$ cat src/rtl/fp_pkg.sv
// fp_pkg: format constants and FSM state type shared by both ends of the
// fpcvt datapath (linear-to-float converter and float-to-linear expander).
//   8-bit code: [SIGN_BIT] sign, [EXP_LSB +: EXP_W] exponent, [SIG_W-1:0] significand.
package fp_pkg;
  localparam int EXP_W    = 3;
  localparam int SIG_W    = 4;
  localparam int LIN_W    = 12;
  localparam int CODE_W   = 1 + EXP_W + SIG_W;
  localparam int SIGN_BIT = 7;
  localparam int EXP_LSB  = 4;

  typedef enum logic [1:0] {
    IDLE  = 2'd0,
    SHIFT = 2'd1,
    DONE  = 2'd2
  } state_t;
endpackage

$ cat src/rtl/fp_expand.sv
// fp_expand: expands an 8-bit compressed float code into a LIN_W-bit two's
// complement value d = +/-(significand << exponent), one shift per cycle.
// Ports:
//   clk, rst                 clock, synchronous active-high reset
//   in_valid/in_ready, f     code input handshake
//   out_valid/out_ready, d   linear result handshake
//   busy                     high whenever a code is in flight (state != IDLE)
module fp_expand #(
  parameter int EXP_W = fp_pkg::EXP_W,
  parameter int SIG_W = fp_pkg::SIG_W,
  parameter int LIN_W = fp_pkg::LIN_W
) (
  input  logic             clk,
  input  logic             rst,
  input  logic             in_valid,
  output logic             in_ready,
  input  logic [7:0]       f,
  output logic             out_valid,
  input  logic             out_ready,
  output logic [LIN_W-1:0] d,
  output logic             busy
);
  import fp_pkg::*;

  // Widest magnitude is sig_max << exp_max; with the default format that is
  // 15 << 7 = 1920, which fits in LIN_W-1 bits, so the shift never overflows.
  localparam int MAG_W = SIG_W + (1 << EXP_W) - 1;

  state_t             state, state_nxt;
  logic [MAG_W-1:0]   mag;
  logic [EXP_W-1:0]   cnt;
  logic               sgn;
  logic [LIN_W-1:0]   mag_ext;

  assign mag_ext  = LIN_W'(mag);
  assign in_ready = (state == IDLE);
  assign busy     = (state != IDLE);

  always_comb begin
    state_nxt = state;
    case (state)
      IDLE:    if (in_valid)         state_nxt = SHIFT;
      SHIFT:   if (cnt == '0)        state_nxt = DONE;
      DONE:    if (out_ready)        state_nxt = IDLE;
      default:                       state_nxt = IDLE;
    endcase
  end

  always_ff @(posedge clk) begin
    if (rst) begin
      state     <= IDLE;
      mag       <= '0;
      cnt       <= '0;
      sgn       <= 1'b0;
      d         <= '0;
      out_valid <= 1'b0;
    end else begin
      state <= state_nxt;
      case (state)
        IDLE: if (in_valid) begin
          mag <= MAG_W'(f[SIG_W-1:0]);
          cnt <= f[EXP_LSB +: EXP_W];
          sgn <= f[SIGN_BIT];
        end
        SHIFT: begin
          if (cnt != '0) begin
            mag <= mag << 1;
            cnt <= cnt - 1'b1;
          end else begin
            // A zero significand negates to zero, so -0 needs no special case.
            d         <= sgn ? -mag_ext : mag_ext;
            out_valid <= 1'b1;
          end
        end
        DONE: if (out_ready) out_valid <= 1'b0;
        default: ;
      endcase
    end
  end
endmodule

$ cat config.mk
export PLATFORM = sky130hd
export DESIGN_NAME = fp_expand
export DESIGN_NICKNAME = d
export VERILOG_FILES = /design/src/rtl/fp_pkg.sv /design/src/rtl/fp_expand.sv
export SDC_FILE = /design/constraint.sdc
export NUM_CORES = 1
export LEC_CHECK = 0
export CAP_MARGIN = 20
export CORE_UTILIZATION = 40
export DETAILED_ROUTE_END_ITERATION = 10
export GPL_ROUTABILITY_DRIVEN = 0
export PLACE_DENSITY_LB_ADDON = 0.05
export SETUP_SLACK_MARGIN = 0.4
export SLEW_MARGIN = 25
export SYNTH_ARGS = -nofsm -noshare
export SYNTH_HDL_FRONTEND = slang
export SYNTH_SLANG_ARGS = --single-unit
$ cat constraint.sdc
create_clock -name clk -period 1.8 [get_ports clk]
set_input_delay 0.18 -clock clk [delete_from_list [all_inputs] [get_ports clk]]
set_output_delay 0.18 -clock clk [all_outputs]
set_load 0.02 [all_outputs]
==> impl_metrics.json <==
{
  "status": "finished, final reports clean",
  "vias_per_cell": 5.27,
  "grt_pass1_wl_mm": 6.12,
  "r2r-end": "mag[2]",
  "wl_mm": 3.65,
  "relSlewSlack_pct": 74.3,
  "dp_hpwl_mm": 2.25,
  "utilization_pct": 61.3,
  "min-delay-start": "d[0]",
  "io_pins": 27,
  "max_cap_violations": 0,
  "num_vias": 1354,
  "h-tree-depth": 2,
  "clock_latency_ps": 290,
  "path_common_cell": "ha_4",
  "syn_area_sq_um": 1520,
  "worstMarginPinSlew_ps": 385,
  "arrival_ps": 1700,
  "hold_depth": 2,
  "syn_inst": 175,
  "antenna_found_initial": 0,
  "drcViolationCount": 0,
  "die_x_microns": 63.5,
  "hold_path_class": "flop to flop",
  "ant_nets": 0,
  "core.rowCount": 21,
  "nets": 225,
  "p_int_mw": 1.36,
  "max_freq_ghz": 0.666,
  "p_per_area_nw_per_um2": 953,
  "finalMaxSlewViolations": 0,
  "yosys_warnings": 0,
  "grt_use_total_pct": 19.9,
  "critPathMaxFanout": 16,
  "total_power_mw": 2.03,
  "finalSetupViolations": 0,
  "rr_startpoint": "cnt[0]",
  "cp_cell_sequence": "inv_2, ha_4, ha_4, nand2b_4, a21oi_4, buf_12, nor2_1, a311oi_1",
  "synth_seq_cells": 30,
  "p_leak_nw": 0.808,
  "die-area_sq_um": 4040,
  "cp-end-kind": "flop",
  "syn_nets": 190,
  "critPathLaunchType": "flop",
  "start_util_pct": 43.7,
  "path_buf_inv": 2,
  "power_frac_comb_pct": 32.5,
  "async_reset_ff_share_pct": 0,
  "p_clk_share_pct": 28.3,
  "period_share_pct": 83.4,
  "drive_gt1_share_pct": 30.8,
  "areaGrowthSynthToFinish_pct": 40.4,
  "post-route-min-period_ps": 1500,
  "critPathRequiredTime_ps": 1990,
  "swShare_pct": 33.0,
  "slowest_delay_ps": 330,
  "firstDrtPassIters": 4,
  "clk_path_buf_depth": 2,
  "avgSynthCellArea_sq_um": 8.66,
  "final_cell_mix": "dfxtp_1 (22), nand2_1 (21), a21oi_1 (17)",
  "wire_per_inst_microns": 14.2,
  "final_hold_viol_count": 0,
  "whs_endpoint": "d[0]",
  "grt_max_degree": 31,
  "cts-root-buf": "clkbuf_8",
  "ys_types": 33,
  "cts_made_buffers": 5,
  "critPathKind": "flop to flop",
  "ys.flop_type": "dfxtp_1",
  "r2r_cells": 8,
  "overflow": 0,
  "synth-edff-count": 0,
  "cts.sinks": 30,
  "drtIter0Drc": 43,
  "max-vdd-ir-drop_uv": 434,
  "setup-tns-final_ps": 0,
  "numPortBuffers": 26,
  "fp.coreArea_sq_um": 3470,
  "holdBufCountCts": 0,
  "die_height_microns": 63.5,
  "antenna_cells": 0,
  "yosysSeqAreaShare_pct": 39.6,
  "slowest_stage": "dfxtp_2",
  "pwr-share-seq_pct": 39.3,
  "clk_pin_slew_ps": 70,
  "cts_tree": "yes",
  "first_global_vias": 1250,
  "final_common_cell": "dfxtp_1",
  "rsz0062_at_grt": "true",
  "finalClockSkew_ps": 6.16,
  "switchingPower_uw": 670,
  "r2r_slack_ps": 300,
  "critical_path.top_delay_family": "compound AO/OA/AOI/OAI gates"
}
power groups by stage:
| stage | Combinational [mW] | Sequential (mW) | Clock (mW) |
|---|---|---|---|
| 2_1_floorplan | 0.381 | 0.814 | 0 |
| 3_3_place_gp | 0.523 | 0.796 | 0 |
| 3_5_place_dp | 0.537 | 0.799 | 0 |
| 4_1_cts | 0.618 | 0.789 | 0.586 |
| 5_1_grt | 0.711 | 0.806 | 0.642 |
| 6_report | 0.658 | 0.796 | 0.573 |
per-layer routing:
layer | wire length [microns] | vias to the layer above | global-route usage (%) | share of wire (%)
li1 | - | 679 | - | -
met1 | 1660 | 643 | 25.4 | 46
met2 | 1810 | 27 | 30.9 | 50
met3 | 130 | 5 | 6.52 | 3.6
met4 | 47 | 0 | 7.67 | 1.3
met5 | 0 | - | 0 | 0
stage by stage:
stage / std cells / hold WS [ps] / setup WS (ps) / area [sq um]
detailed placement: 238 / 455 / 153 / 1820
finish: 257 / 456 / 299 / 2130
CTS: 255 / 462 / 269 / 2050
global placement: 238 / 444 / 228 / 1820
global route: 257 / 460 / 221 / 2130
floorplan: 175 / 324 / 348 / 1560
worst max path at each step:
stage | from | end | slack, ps | depth (start not counted)
final | cnt[0] | mag[2] | 300 | 8
after global placement | in_valid | cnt[0] | 230 | 5
after detailed placement | in_valid | cnt[0] | 150 | 5
after floorplan | cnt[0] | mag[0] | 350 | 8
after CTS | cnt[0] | mag[1] | 270 | 8
after global routing | cnt[0] | mag[3] | 220 | 8
state kept, by name, indices dropped and copies added, names as in the netlist:
signal and cells:
cnt 3, mag 11, out_valid 1, d 12, state 2, sgn 1
cell families after synthesis:
| family | after synthesis | share of synthesized area, % |
|---|---|---|
| AND/OR/NAND/NOR | 66 | 20.7 |
| XOR/XNOR | 7 | 4.05 |
| buffers and inverters | 21 | 8.09 |
| adder cells (fa/ha/maj) | 3 | 2.48 |
| flip-flops | 30 | 39.6 |
| AO/OA/AOI/OAI | 46 | 23.7 |
| multiplexers | 2 | 1.32 |
synthesized netlist by cell type (all sizes together) (2+ instances only):
master / n / share of area, %
o211ai: 3 / 1.5
inv: 8 / 2.0
dfxtp: 30 / 40
nor3: 2 / 0.66
xnor2: 6 / 3.5
ha: 3 / 2.5
buf: 10 / 5.4
a31oi: 4 / 1.7
a21oi: 19 / 7.0
mux2i: 2 / 1.3
a311oi: 4 / 2.7
nand3: 9 / 3.0
a211oi: 12 / 8.9
nor4: 2 / 1.8
nor2: 24 / 5.9
nand2b: 5 / 2.6
clkbuf: 3 / 0.74
nand2: 21 / 5.2
layout make-up:
type,instances,area (sq um)
fill,309,1340
multi-input combinational,125,905
sequential,30,616
timing repair buffer,40,424
clock buffer,6,82.6
tap,46,57.6
inverter,8,30.0
clock inverter,2,12.5
worst reg2reg max path: stages (launching register included):
cell and delay (ps):
dfxtp_2 330, inv_2 50, ha_4 150, ha_4 150
nand2b_4 160, a21oi_4 170, buf_12 150, nor2_1 40
a311oi_1 210
repair_timing:
| item | 4_1_cts | 5_1_grt |
|---|---|---|
| pin swaps | 14 | 12 |
| endpoints found under the setup margin | 39 | 31 |
| cloned | 2 | 1 |
| resized for setup | 32 | 15 |
| buffers inserted | 7 | 1 |
(Power assumes the default switching activity.)
